`src/rtl/relogio_pkg.sv`:
```
// Shared types and helpers for the multimode display clock: FSM states,
// 7-segment codes, digit positions and BCD field arithmetic.
package relogio_pkg;

    typedef enum logic [2:0] {
        PARADO,
        RODANDO,
        AJUSTE_H,
        AJUSTE_M,
        AJUSTE_S,
        FIM
    } estado_t;

    localparam logic [7:0] SEG_0 = 8'hC0;
    localparam logic [7:0] SEG_1 = 8'hF9;
    localparam logic [7:0] SEG_2 = 8'hA4;
    localparam logic [7:0] SEG_3 = 8'hB0;
    localparam logic [7:0] SEG_4 = 8'h99;
    localparam logic [7:0] SEG_5 = 8'h92;
    localparam logic [7:0] SEG_6 = 8'h82;
    localparam logic [7:0] SEG_7 = 8'hF8;
    localparam logic [7:0] SEG_8 = 8'h80;
    localparam logic [7:0] SEG_9 = 8'h90;
    localparam logic [7:0] SEG_APAGADO = 8'hFF;

    localparam logic [2:0] DIG_SU = 3'd0;
    localparam logic [2:0] DIG_ST = 3'd1;
    localparam logic [2:0] DIG_MU = 3'd2;
    localparam logic [2:0] DIG_MT = 3'd3;
    localparam logic [2:0] DIG_HU = 3'd4;
    localparam logic [2:0] DIG_HH = 3'd5;

    // Largest value of the minutes and seconds fields, in BCD
    localparam logic [7:0] LIMITE_MS = 8'h59;

    function automatic logic [7:0] bcd_para_seg(input logic [3:0] d);
        case (d)
            4'd0:    return SEG_0;
            4'd1:    return SEG_1;
            4'd2:    return SEG_2;
            4'd3:    return SEG_3;
            4'd4:    return SEG_4;
            4'd5:    return SEG_5;
            4'd6:    return SEG_6;
            4'd7:    return SEG_7;
            4'd8:    return SEG_8;
            4'd9:    return SEG_9;
            default: return SEG_APAGADO;
        endcase
    endfunction

    // Two-digit BCD field {tens, units}, wrapping between 00 and maximo
    function automatic logic [7:0] campo_inc(input logic [7:0] v, input logic [7:0] maximo);
        if (v == maximo)
            return 8'h00;
        else if (v[3:0] == 4'd9)
            return {v[7:4] + 4'd1, 4'd0};
        else
            return {v[7:4], v[3:0] + 4'd1};
    endfunction

    function automatic logic [7:0] campo_dec(input logic [7:0] v, input logic [7:0] maximo);
        if (v == 8'h00)
            return maximo;
        else if (v[3:0] == 4'd0)
            return {v[7:4] - 4'd1, 4'd9};
        else
            return {v[7:4], v[3:0] - 4'd1};
    endfunction

endpackage

```
`src/rtl/botao_sync.sv`:
```
// Button conditioner: two-flop synchroniser, stability filter and rising-edge
// detector producing one registered pulse per accepted press.
module botao_sync #(
    parameter int unsigned DEB_CYC = 4
) (
    input  logic clock,
    input  logic reset,
    input  logic botao,
    output logic pulso
);

    localparam int CNT_W = $clog2(DEB_CYC + 1);

    logic             s1;
    logic             s2;
    logic             estavel;
    logic             estavel_ant;
    logic [CNT_W-1:0] cnt;

    // The filtered level only follows s2 after DEB_CYC consecutive differing samples
    always_ff @(posedge clock) begin
        if (reset) begin
            s1          <= 1'b0;
            s2          <= 1'b0;
            estavel     <= 1'b0;
            estavel_ant <= 1'b0;
            cnt         <= '0;
            pulso       <= 1'b0;
        end else begin
            s1          <= botao;
            s2          <= s1;
            estavel_ant <= estavel;
            pulso       <= estavel & ~estavel_ant;
            if (s2 != estavel) begin
                if (cnt == CNT_W'(DEB_CYC - 1)) begin
                    estavel <= s2;
                    cnt     <= '0;
                end else begin
                    cnt <= cnt + CNT_W'(1);
                end
            end else begin
                cnt <= '0;
            end
        end
    end

endmodule

```
`src/rtl/relogio_multimodo.sv`:
```
// HH:MM:SS clock / countdown timer with button adjustment and a multiplexed
// active-low 7-segment display.
module relogio_multimodo #(
    parameter int unsigned TICK_DIV  = 100_000_000,
    parameter int unsigned SCAN_DIV  = 100_000,
    parameter int unsigned DEB_CYC   = 4,
    parameter int unsigned N_AN      = 8,
    parameter int unsigned HORAS_MAX = 24
) (
    input  logic            clock,
    input  logic            reset,
    input  logic            start,
    input  logic            cont,
    input  logic            soma,
    input  logic            subtracao,
    input  logic            modo,
    output logic [N_AN-1:0] an,
    output logic [7:0]      dec_cat,
    output logic            alarme,
    output logic            segundo
);

    import relogio_pkg::*;

    localparam int PRE_W  = (TICK_DIV > 1) ? $clog2(TICK_DIV) : 1;
    localparam int SCAN_W = (SCAN_DIV > 1) ? $clog2(SCAN_DIV) : 1;
    localparam logic [7:0] HORA_MAX = {4'((HORAS_MAX - 1) / 10), 4'((HORAS_MAX - 1) % 10)};

    logic p_start, p_cont, p_soma, p_sub;

    botao_sync #(.DEB_CYC(DEB_CYC)) u_start (.clock(clock), .reset(reset), .botao(start),     .pulso(p_start));
    botao_sync #(.DEB_CYC(DEB_CYC)) u_cont  (.clock(clock), .reset(reset), .botao(cont),      .pulso(p_cont));
    botao_sync #(.DEB_CYC(DEB_CYC)) u_soma  (.clock(clock), .reset(reset), .botao(soma),      .pulso(p_soma));
    botao_sync #(.DEB_CYC(DEB_CYC)) u_sub   (.clock(clock), .reset(reset), .botao(subtracao), .pulso(p_sub));

    estado_t           estado, estado_prox;
    logic [23:0]       tempo, tempo_prox;
    logic [PRE_W-1:0]  pre_tick;
    logic [SCAN_W-1:0] pre_scan;
    logic [2:0]        idx, idx_prox;
    logic              tick, scan_passo, ajusta_mais, ajusta_menos, ponto;
    logic [3:0]        digito;
    logic [N_AN-1:0]   an_prox;
    logic [7:0]        cat_prox;

    assign tick         = (estado == RODANDO) && (pre_tick == PRE_W'(TICK_DIV - 1));
    assign ajusta_mais  = p_soma & ~p_sub;
    assign ajusta_menos = p_sub & ~p_soma;
    assign alarme       = (estado == FIM);

    // tempo = {Hh, Hu, Mt, Mu, St, Su}, one BCD digit per nibble
    always_comb begin
        estado_prox = estado;
        tempo_prox  = tempo;
        case (estado)
            PARADO: begin
                if (p_start && !(modo && tempo == 24'h0))
                    estado_prox = RODANDO;
                else if (p_cont)
                    estado_prox = AJUSTE_H;
            end
            RODANDO: begin
                if (p_start) begin
                    estado_prox = PARADO;
                end else if (tick) begin
                    if (!modo) begin
                        tempo_prox[7:0] = campo_inc(tempo[7:0], LIMITE_MS);
                        if (tempo[7:0] == LIMITE_MS) begin
                            tempo_prox[15:8] = campo_inc(tempo[15:8], LIMITE_MS);
                            if (tempo[15:8] == LIMITE_MS)
                                tempo_prox[23:16] = campo_inc(tempo[23:16], HORA_MAX);
                        end
                    end else begin
                        tempo_prox[7:0] = campo_dec(tempo[7:0], LIMITE_MS);
                        if (tempo[7:0] == 8'h00) begin
                            tempo_prox[15:8] = campo_dec(tempo[15:8], LIMITE_MS);
                            if (tempo[15:8] == 8'h00)
                                tempo_prox[23:16] = campo_dec(tempo[23:16], HORA_MAX);
                        end
                        if (tempo_prox == 24'h0)
                            estado_prox = FIM;
                    end
                end
            end
            AJUSTE_H: begin
                if (ajusta_mais)  tempo_prox[23:16] = campo_inc(tempo[23:16], HORA_MAX);
                if (ajusta_menos) tempo_prox[23:16] = campo_dec(tempo[23:16], HORA_MAX);
                if (p_cont) estado_prox = AJUSTE_M;
            end
            AJUSTE_M: begin
                if (ajusta_mais)  tempo_prox[15:8] = campo_inc(tempo[15:8], LIMITE_MS);
                if (ajusta_menos) tempo_prox[15:8] = campo_dec(tempo[15:8], LIMITE_MS);
                if (p_cont) estado_prox = AJUSTE_S;
            end
            AJUSTE_S: begin
                if (ajusta_mais)  tempo_prox[7:0] = campo_inc(tempo[7:0], LIMITE_MS);
                if (ajusta_menos) tempo_prox[7:0] = campo_dec(tempo[7:0], LIMITE_MS);
                if (p_cont) estado_prox = PARADO;
            end
            FIM: begin
                tempo_prox = 24'h0;
                if (p_start || p_cont) estado_prox = PARADO;
            end
            default: estado_prox = PARADO;
        endcase
    end

    // The prescaler idles at zero outside RODANDO, so every run starts a full period
    always_ff @(posedge clock) begin
        if (reset) begin
            estado   <= PARADO;
            tempo    <= 24'h0;
            segundo  <= 1'b0;
            pre_tick <= '0;
        end else begin
            estado   <= estado_prox;
            tempo    <= tempo_prox;
            segundo  <= tick && !p_start;
            pre_tick <= (estado != RODANDO || tick) ? '0 : pre_tick + PRE_W'(1);
        end
    end

    assign scan_passo = (pre_scan == SCAN_W'(SCAN_DIV - 1));

    always_comb begin
        idx_prox = idx;
        if (scan_passo)
            idx_prox = (idx == DIG_HH) ? DIG_SU : idx + 3'd1;
        digito = tempo[{idx_prox, 2'b00} +: 4];
        ponto  = (idx_prox == DIG_MU) || (idx_prox == DIG_HU)
              || (estado == AJUSTE_H && (idx_prox == DIG_HU || idx_prox == DIG_HH))
              || (estado == AJUSTE_M && (idx_prox == DIG_MU || idx_prox == DIG_MT))
              || (estado == AJUSTE_S && (idx_prox == DIG_SU || idx_prox == DIG_ST));
        an_prox = '1;
        an_prox[idx_prox] = 1'b0;
        cat_prox = bcd_para_seg(digito) & (ponto ? 8'h7F : 8'hFF);
    end

    always_ff @(posedge clock) begin
        if (reset) begin
            pre_scan <= '0;
            idx      <= DIG_SU;
            an       <= {{(N_AN - 1){1'b1}}, 1'b0};
            dec_cat  <= SEG_0;
        end else begin
            pre_scan <= scan_passo ? '0 : pre_scan + SCAN_W'(1);
            idx      <= idx_prox;
            an       <= an_prox;
            dec_cat  <= cat_prox;
        end
    end

endmodule

```
`config.mk`:
```
export PLATFORM = sky130hd
export DESIGN_NAME = relogio_multimodo
export DESIGN_NICKNAME = d
export VERILOG_FILES = /design/src/rtl/relogio_pkg.sv /design/src/rtl/botao_sync.sv /design/src/rtl/relogio_multimodo.sv
export SDC_FILE = /design/constraint.sdc
export NUM_CORES = 1
export LEC_CHECK = 0
export CORE_MARGIN = 3
export CORE_UTILIZATION = 50
export DETAILED_ROUTE_END_ITERATION = 10
export PLACE_DENSITY_LB_ADDON = 0.3
export REMOVE_ABC_BUFFERS = 1
export SYNTH_ARGS = -nofsm -noshare
export SYNTH_HDL_FRONTEND = slang
export SYNTH_SLANG_ARGS = --single-unit
```
`constraint.sdc`:
```
create_clock -name clock -period 2.95 [get_ports clock]
set_input_delay 0.295 -clock clock [delete_from_list [all_inputs] [get_ports clock]]
set_output_delay 0.295 -clock clock [all_outputs]
set_load 0.02 [all_outputs]
```
==> results.md, run 1 <==
* Placer congestion estimate at 0.9525
* RSZ-0062 raised after global routing: yes
* Sequential element share of the synthesized area at between 30 and 40%
* TritonCTS Buffers at 17
* Number of standard cells in the layout, taps in and fillers out at 1,148
* # DRC at 0
* Power Dens Cells at 443.9 nW/µm²
* Number of placed instances, taps included at 1,105
* Final clock skew at about 7.3 ps
* Leak Pwr at 3.325 nW
* Capturing element type of the critical path: flip-flop
* Antenna-violating nets left at 0
* Total placed instance area at 7821 µm²
* HPWL after detailed placement at about 12 mm
* Achievable clock frequency at roughly 340 MHz
* Layout filler cell count at 1,205
* Area of the mapped netlist at 7143 µm²
* Antenna violations before repair at 0
* Data arrival, critical path at approximately 3300 ps
* Final net count at 996
* Die width at roughly 130 µm
* Number of levels in the clock H-tree at 4
* Post-synthesis sequential element count at 123
* Worst skew pair latency at 420 ps
* Global-route wire length before repair at ~29 mm
* Total number of placement rows at 43
* Run status: complete, but fails checks
* Die area at 15,760 µm²
* Area leader, netlist: sky130_fd_sc_hd__dfxtp_1
* Overflow left after global routing at 0
* Share of flip-flops with an asynchronous set or reset at 0%
* Avg WL per Cell at 15.64 µm
* Layout overhead on the synthesized area at 20.81%
* DP Worst Slack at -66.53 ps
* Required time of the critical path at 3250 ps
* Final instance area at roughly 8600 µm²
* Hold WC Path Type: in2reg
* Max-capacitance violation count at 0
* Predominant post-synthesis flop cell: sky130_fd_sc_hd__dfxtp_1
* Gate count after technology mapping at 898
* CTS tree: done
* First-pass DRT Iterations at 5
* Share of the cycle needed by the critical path after routing at 100.5%
* Peak ir drop on the vdd network at between 500 and 600 µV
* Largest driver fanout on the critical path at 6
* Setup Viol. Count Final at 1
* Reg clk slew, reported paths at approximately 60 ps
* Pin count of the biggest net entering global routing at 29
* Max Buffers Root-to-Sink at 2
* Core Box Area at 13,930 µm²
* Slew Limit Fails at 0
* Worst Max-Slew Pin Slew at ~680 ps
* Number of DRC violations after detailed-routing iteration 0 at 552
* Avg Vias per Cell at 5.734
* Final wirelength at about 18 mm
* Number of hold buffers added after CTS at 0
* Boundary pin count at 25
* Setup Crit Path Kind: reg2reg
* Via count of the first global-routing pass at 5,986
* Crit start category: flip-flop
* Biggest area contributors in the synthesized netlist: sky130_fd_sc_hd__dfxtp_1 34%, sky130_fd_sc_hd__nor2_1 6.8%, sky130_fd_sc_hd__ha_1 6.0%, sky130_fd_sc_hd__xor2_1 4.2%, sky130_fd_sc_hd__nand2_1 3.6%
* Fraction of layout cells with a size suffix above 1 at 14.26%
* Proportion of netlist area held by the largest area contributor at between 30% and 40%
* Minimum clock period at 2965 ps
* Total routing resource utilization after global routing at 22.29%
* Port-buffer cells at 24
* Synth Warn # at 0
* Final worst-path setup slack at -15.29 ps
* TritonCTS Sinks at 123
* Height of the die at 125.5 µm
* Number of flops mapped to enable cells by yosys at 0
* Remaining max-slew budget at the tightest pin at 54.44%
* CTS Root Buffer Type: sky130_fd_sc_hd__clkbuf_16
* Antenna diode count at 0
* Post-synthesis average cell area at 7.954 µm²
* Final Total Pwr at 3.831 mW
* Vias at 6,583
* Synth cell types at 74
* Effective utilization at floorplan at 51.26%
* Final number of hold-violating endpoints at 0
* Violations in the final reports: setup timing
[where the power goes]
group	switching (mW)	internal, mW
logic	0.0606	0.0363
registers	0.0155	1.67
clock network	0.754	1.29
total	0.830	3.00
[routing by layer]
layer | global-route usage (%) | vias up | part of all wire (%)
met3 | 5.553 | 31 | 5.7
met5 | 0 | - | 0
li1 | - | 3286 | -
met1 | 28.90 | 3080 | 44
met4 | 7.015 | 0 | 2.2
met2 | 36.60 | 186 | 48
[registers in the layout (all words and copies together) (netlist names), 3 cells and up]
register     flops
an               8
estado           3
u_soma.cnt       3
u_start.cnt      3
idx              3
u_sub.cnt        3
pre_scan        17
tempo           24
u_cont.cnt       3
pre_tick        27
dec_cat          8
[placed cells by master (no fill, tap or decap), types with 3 or more instances in the layout]
cell	Yosys	routed
sky130_fd_sc_hd__clkbuf_1	50	4
sky130_fd_sc_hd__inv_2	0	3
sky130_fd_sc_hd__ha_1	34	29
sky130_fd_sc_hd__nand2_1	69	69
sky130_fd_sc_hd__or2_2	4	4
sky130_fd_sc_hd__xnor2_1	23	23
sky130_fd_sc_hd__clkinvlp_4	0	4
sky130_fd_sc_hd__o31ai_1	7	6
sky130_fd_sc_hd__a22oi_1	7	6
sky130_fd_sc_hd__a21oi_1	44	43
sky130_fd_sc_hd__inv_1	45	42
sky130_fd_sc_hd__nor3_1	19	18
sky130_fd_sc_hd__mux2i_1	19	19
sky130_fd_sc_hd__nor2_1	130	129
sky130_fd_sc_hd__nor4_1	6	6
sky130_fd_sc_hd__o21ai_0	41	41
sky130_fd_sc_hd__a31oi_1	13	13
sky130_fd_sc_hd__nand4_1	16	16
sky130_fd_sc_hd__or3_1	12	12
sky130_fd_sc_hd__ha_2	0	3
sky130_fd_sc_hd__a32o_1	4	4
sky130_fd_sc_hd__dfxtp_1	123	121
sky130_fd_sc_hd__nand3_1	32	32
sky130_fd_sc_hd__nor3b_1	4	4
sky130_fd_sc_hd__clkbuf_16	0	17
sky130_fd_sc_hd__nor2b_1	21	21
sky130_fd_sc_hd__and2_1	6	6
sky130_fd_sc_hd__nand2b_1	5	5
sky130_fd_sc_hd__a211oi_1	22	22
sky130_fd_sc_hd__and3b_1	4	4
sky130_fd_sc_hd__buf_4	0	58
sky130_fd_sc_hd__o221ai_1	3	3
sky130_fd_sc_hd__buf_6	0	8
sky130_fd_sc_hd__o211ai_1	12	12
sky130_fd_sc_hd__a311oi_1	3	3
sky130_fd_sc_hd__and3_1	21	21
sky130_fd_sc_hd__o22ai_1	9	9
sky130_fd_sc_hd__xor2_1	34	34
sky130_fd_sc_hd__clkdlybuf4s50_1	0	23
[path summary, 6_finish.rpt]
path,start,slack (ps),cells after the start,endpoint
min reg2reg,u_soma.estavel_ant,380,1,u_soma.pulso
min,reset,320,2,pre_scan[2]
max reg2reg,pre_scan[15],-20,13,dec_cat[4]
max,pre_scan[15],-20,13,dec_cat[4]
[cell type report]
| type | count | area (µm²) | share of cell area, % |
|---|---|---|---|
| multi-input combinational | 678 | 4429 | 51.33 |
| sequential | 123 | 2465 | 28.56 |
| timing repair buffer | 90 | 760.7 | 8.815 |
| clock buffer | 23 | 467.9 | 5.423 |
| tap | 180 | 225.2 | 2.610 |
| inverter | 45 | 168.9 | 1.957 |
| clock inverter | 9 | 112.6 | 1.305 |
[through the flow]
step           hold WS [ps]  setup TNS [ps]  utilization [%]
2_1_floorplan         366.6          -184.1                -
3_3_place_gp          369.8          -38.83            56.13
3_5_place_dp          373.6          -66.53            56.13
4_1_cts               323.8               0            60.38
5_1_grt               363.3          -636.9            61.93
6_report              323.5          -15.29            61.93
[Yosys cell counts, types with 3 or more instances]
| cell | n |
|---|---|
| sky130_fd_sc_hd__xnor2_1 | 23 |
| sky130_fd_sc_hd__inv_1 | 45 |
| sky130_fd_sc_hd__nor3b_1 | 4 |
| sky130_fd_sc_hd__xor2_1 | 34 |
| sky130_fd_sc_hd__nor3_1 | 19 |
| sky130_fd_sc_hd__mux2i_1 | 19 |
| sky130_fd_sc_hd__a22oi_1 | 7 |
| sky130_fd_sc_hd__ha_1 | 34 |
| sky130_fd_sc_hd__and2_1 | 6 |
| sky130_fd_sc_hd__o21ai_0 | 41 |
| sky130_fd_sc_hd__nand4_1 | 16 |
| sky130_fd_sc_hd__or3_1 | 12 |
| sky130_fd_sc_hd__dfxtp_1 | 123 |
| sky130_fd_sc_hd__nor2_1 | 130 |
| sky130_fd_sc_hd__a21oi_1 | 44 |
| sky130_fd_sc_hd__a311oi_1 | 3 |
| sky130_fd_sc_hd__o31ai_1 | 7 |
| sky130_fd_sc_hd__nand2_1 | 69 |
| sky130_fd_sc_hd__nor4_1 | 6 |
| sky130_fd_sc_hd__a32o_1 | 4 |
| sky130_fd_sc_hd__o221ai_1 | 3 |
| sky130_fd_sc_hd__nor4b_1 | 3 |
| sky130_fd_sc_hd__nand3_1 | 32 |
| sky130_fd_sc_hd__and3_1 | 21 |
| sky130_fd_sc_hd__or2_2 | 4 |
| sky130_fd_sc_hd__o211ai_1 | 12 |
| sky130_fd_sc_hd__nand2b_1 | 5 |
| sky130_fd_sc_hd__a31oi_1 | 13 |
| sky130_fd_sc_hd__nor2b_1 | 21 |
| sky130_fd_sc_hd__a211oi_1 | 22 |
| sky130_fd_sc_hd__clkbuf_1 | 50 |
| sky130_fd_sc_hd__and3b_1 | 4 |
| sky130_fd_sc_hd__o22ai_1 | 9 |
[cells by family after synthesis]
| kind of cell | Yosys count | share of synthesized area, % |
|---|---|---|
| adders and majority gates | 34 | 5.956 |
| buffers and inverters | 97 | 5.097 |
| muxes | 21 | 2.978 |
| xor gates and xnor gates | 58 | 7.217 |
| DFF | 123 | 34.47 |
| and+or+nand+nor | 368 | 25.57 |
| AOI/OAI and AO/OA | 197 | 18.71 |
[worst max-delay path, stage by stage (launching register included)]
cell and delay (ps):
sky130_fd_sc_hd__dfxtp_2 320, sky130_fd_sc_hd__or4bb_4 540, sky130_fd_sc_hd__buf_6 140, sky130_fd_sc_hd__nor4_4 280, sky130_fd_sc_hd__buf_6 170, sky130_fd_sc_hd__nor2_4 60
sky130_fd_sc_hd__a21o_1 190, sky130_fd_sc_hd__a221o_1 380, sky130_fd_sc_hd__nor2_2 170, sky130_fd_sc_hd__buf_6 150, sky130_fd_sc_hd__ha_4 130, sky130_fd_sc_hd__inv_2 40
sky130_fd_sc_hd__o31ai_2 240, sky130_fd_sc_hd__a21oi_2 40
[repair_timing]
action                                  4_1_cts  5_1_grt
gates resized for setup                       2       31
gates cloned                                  0        0
setup buffers                                 0       11
pin swaps                                     0       17
endpoints found under the setup margin        3        7
Note: power is estimated with default switching activity, not from simulation.
==> run 2: changes to the inputs <==
SKIP_CTS_REPAIR_TIMING = 1   (was default)
==> run 2 against run 1 <==
The run still ends with setup timing left; first-iteration DRC count up 19%; count of clock-buffer cells in the layout unchanged; register-to-register slack worse by 50 ps; sequential power about the same; flip-flop and latch count unchanged; combinational power about the same; via count up 0.88%; final cell count down 0.17%; worst setup slack worse by 48 ps; clock skew about the same; critical path depth unchanged; critical endpoint unchanged; largest cell class unchanged.
==> results.md, run 2 (synthesized netlist as in run 1, its figures left out) <==
* Run status: complete, but fails checks
* Violations in the final reports: setup timing
* Layout filler cell count at 1,201
* Flop pwr share at 44.1%
* CTS tree: done
* Die area at 15,760 µm²
* Reg clk slew, reported paths at 50 ps
* Setup Viol. Count Final at 3
* Pin count of the biggest net entering global routing at 29
* Highest-count cells in the layout ignoring fill and taps: 129 x sky130_fd_sc_hd__nor2_1, 121 x sky130_fd_sc_hd__dfxtp_1, 69 x sky130_fd_sc_hd__nand2_1
* Max Buffers Root-to-Sink at 2
* Total number of placement rows at 43
* Achievable clock frequency at 331.8 MHz
* Most frequent standard cell in the layout excluding fill and tap cells: sky130_fd_sc_hd__nor2_1
* Proportion of power drawn by combinational gates at ~2.5%
* Most Frequent Cell on Critical Path: sky130_fd_sc_hd__buf_6
* Share of the cycle needed by the critical path after routing at 102.2%
* Remaining max-slew budget at the tightest pin at 55.25%
* Internal at ~3 mW
* Global-route wire length before repair at 29.03 mm
* Multi-input gate area at approximately 4400 µm²
* Top flop regs: pre_tick x27, tempo x24, pre_scan x17
* Placer congestion estimate at 0.9525
* TritonCTS Sinks at 123
* Fraction of power consumed by the clock network at 53.3%
* Startpoint of the most critical hold path: reset
* Boundary pin count at 25
* Final Total Pwr at roughly 3.8 mW
* Avg WL per Cell at 15.67 µm
* Minimum clock period at ~3000 ps
* Switching power summed over all nets at 0.8294 mW
* Crit path buf inv count at 4
* Number of levels in the clock H-tree at 4
* Setup Crit Path Kind: reg2reg
* CTS Root Buffer Type: sky130_fd_sc_hd__clkbuf_16
* TritonCTS Buffers at 17
* Antenna diode count at 0
* Effective utilization at floorplan at 51.26%
* Total routing resource utilization after global routing at about 22%
* Worst reg2reg startpoint: pre_scan[15]
* Area taken by flip-flops and latches at 2465 µm²
* Switching portion of total power at 21.66%
* Fraction of layout cells with a size suffix above 1 at 14.08%
* Final wirelength at around 18 mm
* Largest register by flop count: pre_tick
* Overflow left after global routing at 0
* Largest driver fanout on the critical path at 6
* Final number of hold-violating endpoints at 0
* Power Dens Cells at 444.6 nW/µm²
* Crit path from: pre_scan[15]
* Required time of the critical path at about 3300 ps
* Final-layout setup total negative slack at -95.18 ps
* Via count of the first global-routing pass at 5,986
* Peak ir drop on the vdd network at 509.1 µV
* Slowest cell on the critical path: sky130_fd_sc_hd__or4bb_4
* Port-buffer cells at 24
* Vias at 6,641
* Final worst-path setup slack at -63.59 ps
* Height of the die at 125.5 µm
* Final standard cell utilization of the core at ~60%
* Hold WC Path Type: in2reg
* Data arrival, critical path at 3310 ps
* Antenna violations before repair at 0
* # DRC at 0
* Die width at 125.5 µm
* Layout overhead on the synthesized area at 20.60%
* Leak Pwr at 3.314 nW
* Cells along the critical path: or4bb_4 -> buf_6 -> nor4_4 -> buf_6 -> nor2_4 -> a21o_1 -> a221o_1 -> nor2_2 -> buf_6 -> ha_4 -> inv_2 -> o31ai_2 -> a21oi_2
* First-pass DRT Iterations at 5
* Worst hold slack at approximately 320 ps
* Final clock skew at 7.417 ps
* Slew Limit Fails at 0
* Capturing element type of the critical path: flip-flop
* HPWL after detailed placement at roughly 12 mm
* Max FFs per register at 27
* Worst Max-Slew Pin Slew at roughly 670 ps
* Family of cells with the greatest summed delay on the critical path: simple AND/OR/NAND/NOR gates
* Antenna-violating nets left at 0
* Max-capacitance violation count at 0
* Worst skew pair latency at around 420 ps
* RSZ-0062 raised after global routing: yes
* Final net count at 994
* Crit start category: flip-flop
* Delay contributed by the slowest stage of the critical path at 540 ps
* Final instance area at 8615 µm²
* Avg Vias per Cell at ~5.8
* Number of DRC violations after detailed-routing iteration 0 at 656
* Core Box Area at 13,930 µm²
* Total placed instance area at 7821 µm²
## run 2: cell count changes in the layout (fill, tap and decap cells not counted), sizes merged
cell / before / now
buf: 67 / 65
## run 2: path summary, 6_finish.rpt
path / cells after the start / to / slack (ps)
min: 2 / pre_scan[2] / 320
max: 13 / dec_cat[4] / -60
max reg2reg: 13 / dec_cat[4] / -60
min reg2reg: 1 / u_soma.pulso / 380
## run 2: per-layer routing
layer | global-route usage (%) | up-vias | part of all wire, %
met5 | 0 | - | 0
met1 | 28.90 | 3118 | 44
li1 | - | 3281 | -
met3 | 5.553 | 29 | 6.2
met4 | 7.015 | 0 | 2.3
met2 | 36.63 | 213 | 48
## run 2: final cells by class
type / count / share of cell area [%]
Multi-Input combinational cell: 678 / 51.42
Sequential cell: 123 / 28.61
Timing Repair Buffer: 88 / 8.656
Clock buffer: 23 / 5.432
Tap cell: 180 / 2.614
Inverter: 45 / 1.961
Clock inverter: 9 / 1.307
## run 2: per-stage QoR
stage          setup slack, ps  std cells
6_report                -63.59       1146
5_1_grt                 -174.5       1146
4_1_cts                 -122.7       1137
2_1_floorplan           -95.98        846
3_3_place_gp            -38.83       1105
3_5_place_dp            -66.53       1105
## run 2: power groups by stage
stage               Sequential [mW]  Combinational (mW)  Clock, mW
floorplan                      1.72              0.0522          0
global placement               1.72              0.0951          0
detailed placement             1.73              0.0953          0
CTS                            1.69              0.0959       2.08
global route                   1.69               0.109       2.17
finish                         1.69              0.0966       2.04
==> run 3: changes to the inputs <==
clock period = 3.3 ns   (was 2.95 ns; I/O delays follow)
==> run 3 against run 2 <==
The run now ends clean; maximum frequency decreased by 3.9%; power decreased by 9.7%; die area stayed put.
==> results.md, run 3 (synthesized netlist as in run 1, its figures left out) <==
* TritonCTS Sinks at 123
* Largest register by flop count: pre_tick
* Pin count of the biggest net entering global routing at 37
* CTS tree: done
* Crit path from: pre_scan[14]
* Final number of hold-violating endpoints at 0
* Worst hold slack at 313.8 ps
* TritonCTS Buffers at 17
* Most Frequent Cell on Critical Path: sky130_fd_sc_hd__or4_4
* Worst Max-Slew Pin Slew at 670.0 ps
* Delay contributed by the slowest stage of the critical path at 580 ps
* Reg clk slew, reported paths at 60 ps
* Via count of the first global-routing pass at 5,939
* Max-capacitance violation count at 0
* Final wirelength at 17.29 mm
* Core Box Area at between 10,000 and 15,000 µm²
* Total routing resource utilization after global routing at 22.57%
* Final net count at about 960
* Port-buffer cells at 24
* Crit start category: flip-flop
* Placer congestion estimate at 0.9645
* Antenna violations before repair at 0
* Antenna-violating nets left at 0
* Global-route wire length before repair at 29.31 mm
* Total number of placement rows at 43
* Power Dens Cells at 421.0 nW/µm²
* Final clock skew at ~12 ps
* Crit path buf inv count at 1
* Avg Vias per Cell at 5.765
* Remaining max-slew budget at the tightest pin at 55.27%
* Antenna diode count at 0
* Max FFs per register at 27
* Effective utilization at floorplan at 51.26%
* First-pass DRT Iterations at 5
* HPWL after detailed placement at 12.15 mm
* Run status: finished clean
* Number of DRC violations after detailed-routing iteration 0 at 472
* Final Total Pwr at around 3.5 mW
* Leak Pwr at slightly above 3 nW
* Highest-count cells in the layout ignoring fill and taps: 129 x sky130_fd_sc_hd__nor2_1, 123 x sky130_fd_sc_hd__dfxtp_1, 69 x sky130_fd_sc_hd__nand2_1
* Worst skew pair latency at 430 ps
* CTS Root Buffer Type: sky130_fd_sc_hd__clkbuf_16
* Fraction of layout cells with a size suffix above 1 at ~9.1%
* Max Buffers Root-to-Sink at 2
* Largest driver fanout on the critical path at 5
* Worst reg2reg startpoint: pre_scan[14]
* Minimum clock period at 3136 ps
* Vias at ~6.4k
* Top flop regs: pre_tick x27, tempo x24, pre_scan x17
* Number of levels in the clock H-tree at 4
* Die width at between 100 and 150 µm
* Setup Viol. Count Final at 0
* Required time of the critical path at 3560 ps
* Overflow left after global routing at 0
* Hold WC Path Type: in2reg
* Slew Limit Fails at 0
* Setup Crit Path Kind: reg2reg
* Die area at 15,760 µm²
* Most frequent standard cell in the layout excluding fill and tap cells: sky130_fd_sc_hd__nor2_1
* Share of the cycle needed by the critical path after routing at 95.05%
* Peak ir drop on the vdd network at 460.8 µV
* Height of the die at 125.5 µm
* Data arrival, critical path at 3400 ps
* Capturing element type of the critical path: flip-flop
* Achievable clock frequency at 318.8 MHz
* Boundary pin count at 25
* # DRC at 0
* Startpoint of the most critical hold path: reset
* Slowest cell on the critical path: sky130_fd_sc_hd__or4_4
* Cells along the critical path: or4_4 -> or4_4 -> nor3_1 -> a21oi_1 -> o22a_1 -> o2bb2ai_2 -> inv_1 -> ha_1 -> nor4b_1 -> a31oi_1
* Family of cells with the greatest summed delay on the critical path: simple AND/OR/NAND/NOR gates
* Layout filler cell count at 1,237
* Avg WL per Cell at 15.63 µm
* Layout overhead on the synthesized area at 15.06%
run 3: cell types whose count changed in the layout (fill, tap and decap cells not counted), moves of 2 or more:
| cell | previous run | this run |
|---|---|---|
| sky130_fd_sc_hd__ha_4 | 2 | 0 |
| sky130_fd_sc_hd__inv_2 | 3 | 0 |
| sky130_fd_sc_hd__ha_2 | 3 | 0 |
| sky130_fd_sc_hd__dfxtp_1 | 121 | 123 |
| sky130_fd_sc_hd__clkbuf_1 | 4 | 0 |
| sky130_fd_sc_hd__dfxtp_2 | 2 | 0 |
| sky130_fd_sc_hd__buf_4 | 56 | 25 |
| sky130_fd_sc_hd__ha_1 | 29 | 34 |
| sky130_fd_sc_hd__clkinv_4 | 1 | 3 |
| sky130_fd_sc_hd__buf_6 | 8 | 0 |
| sky130_fd_sc_hd__inv_1 | 42 | 45 |
run 3: routing by layer:
layer  track usage (%)  part of all wire, %  vias to the layer above
met4             8.929                  2.4                        0
met3             5.340                  5.0                       41
li1                  -                    -                     3208
met5                 0                    0                        -
met2             36.31                   47                      173
met1             29.30                   46                     2954
run 3: report_power, final:
group	switching [mW]	leakage, nW	internal, mW	total (mW)
Combinational	0.0543	1.84	0.0315	0.0858
Clock	0.709	0.280	1.15	1.86
Sequential	0.0140	0.994	1.50	1.51
Total	0.777	3.11	2.68	3.46
run 3: worst paths after layout:
path,endpoint,slack [ps],depth (start not counted)
max,dec_cat[6],160,10
min reg2reg,u_start.pulso,380,1
min,tempo[5],310,2
max reg2reg,dec_cat[6],160,10
run 3: metrics by stage:
step           setup WS (ps)  util (%)  instance area, µm²  instances  setup TNS (ps)
3_5_place_dp           50.92     54.30                7566       1071               0
5_1_grt               -3.676     58.98                8219       1106          -3.676
4_1_cts                40.54     58.56                8160       1102               0
6_report               163.5     58.98                8219       1106               0
2_1_floorplan          254.0         -                6948        846               0
3_3_place_gp           173.6     54.30                7566       1071               0
run 3: area by class of cell:
type / instances / area (µm²) / share of cell area [%]
inverters: 45 / 168.9 / 2.055
clock inverters: 12 / 141.4 / 1.720
multi-input cells: 678 / 4345 / 52.87
flip-flops and latches: 123 / 2462 / 29.96
repair buffers: 49 / 422.9 / 5.145
clock buffers: 19 / 452.9 / 5.511
well taps: 180 / 225.2 / 2.740
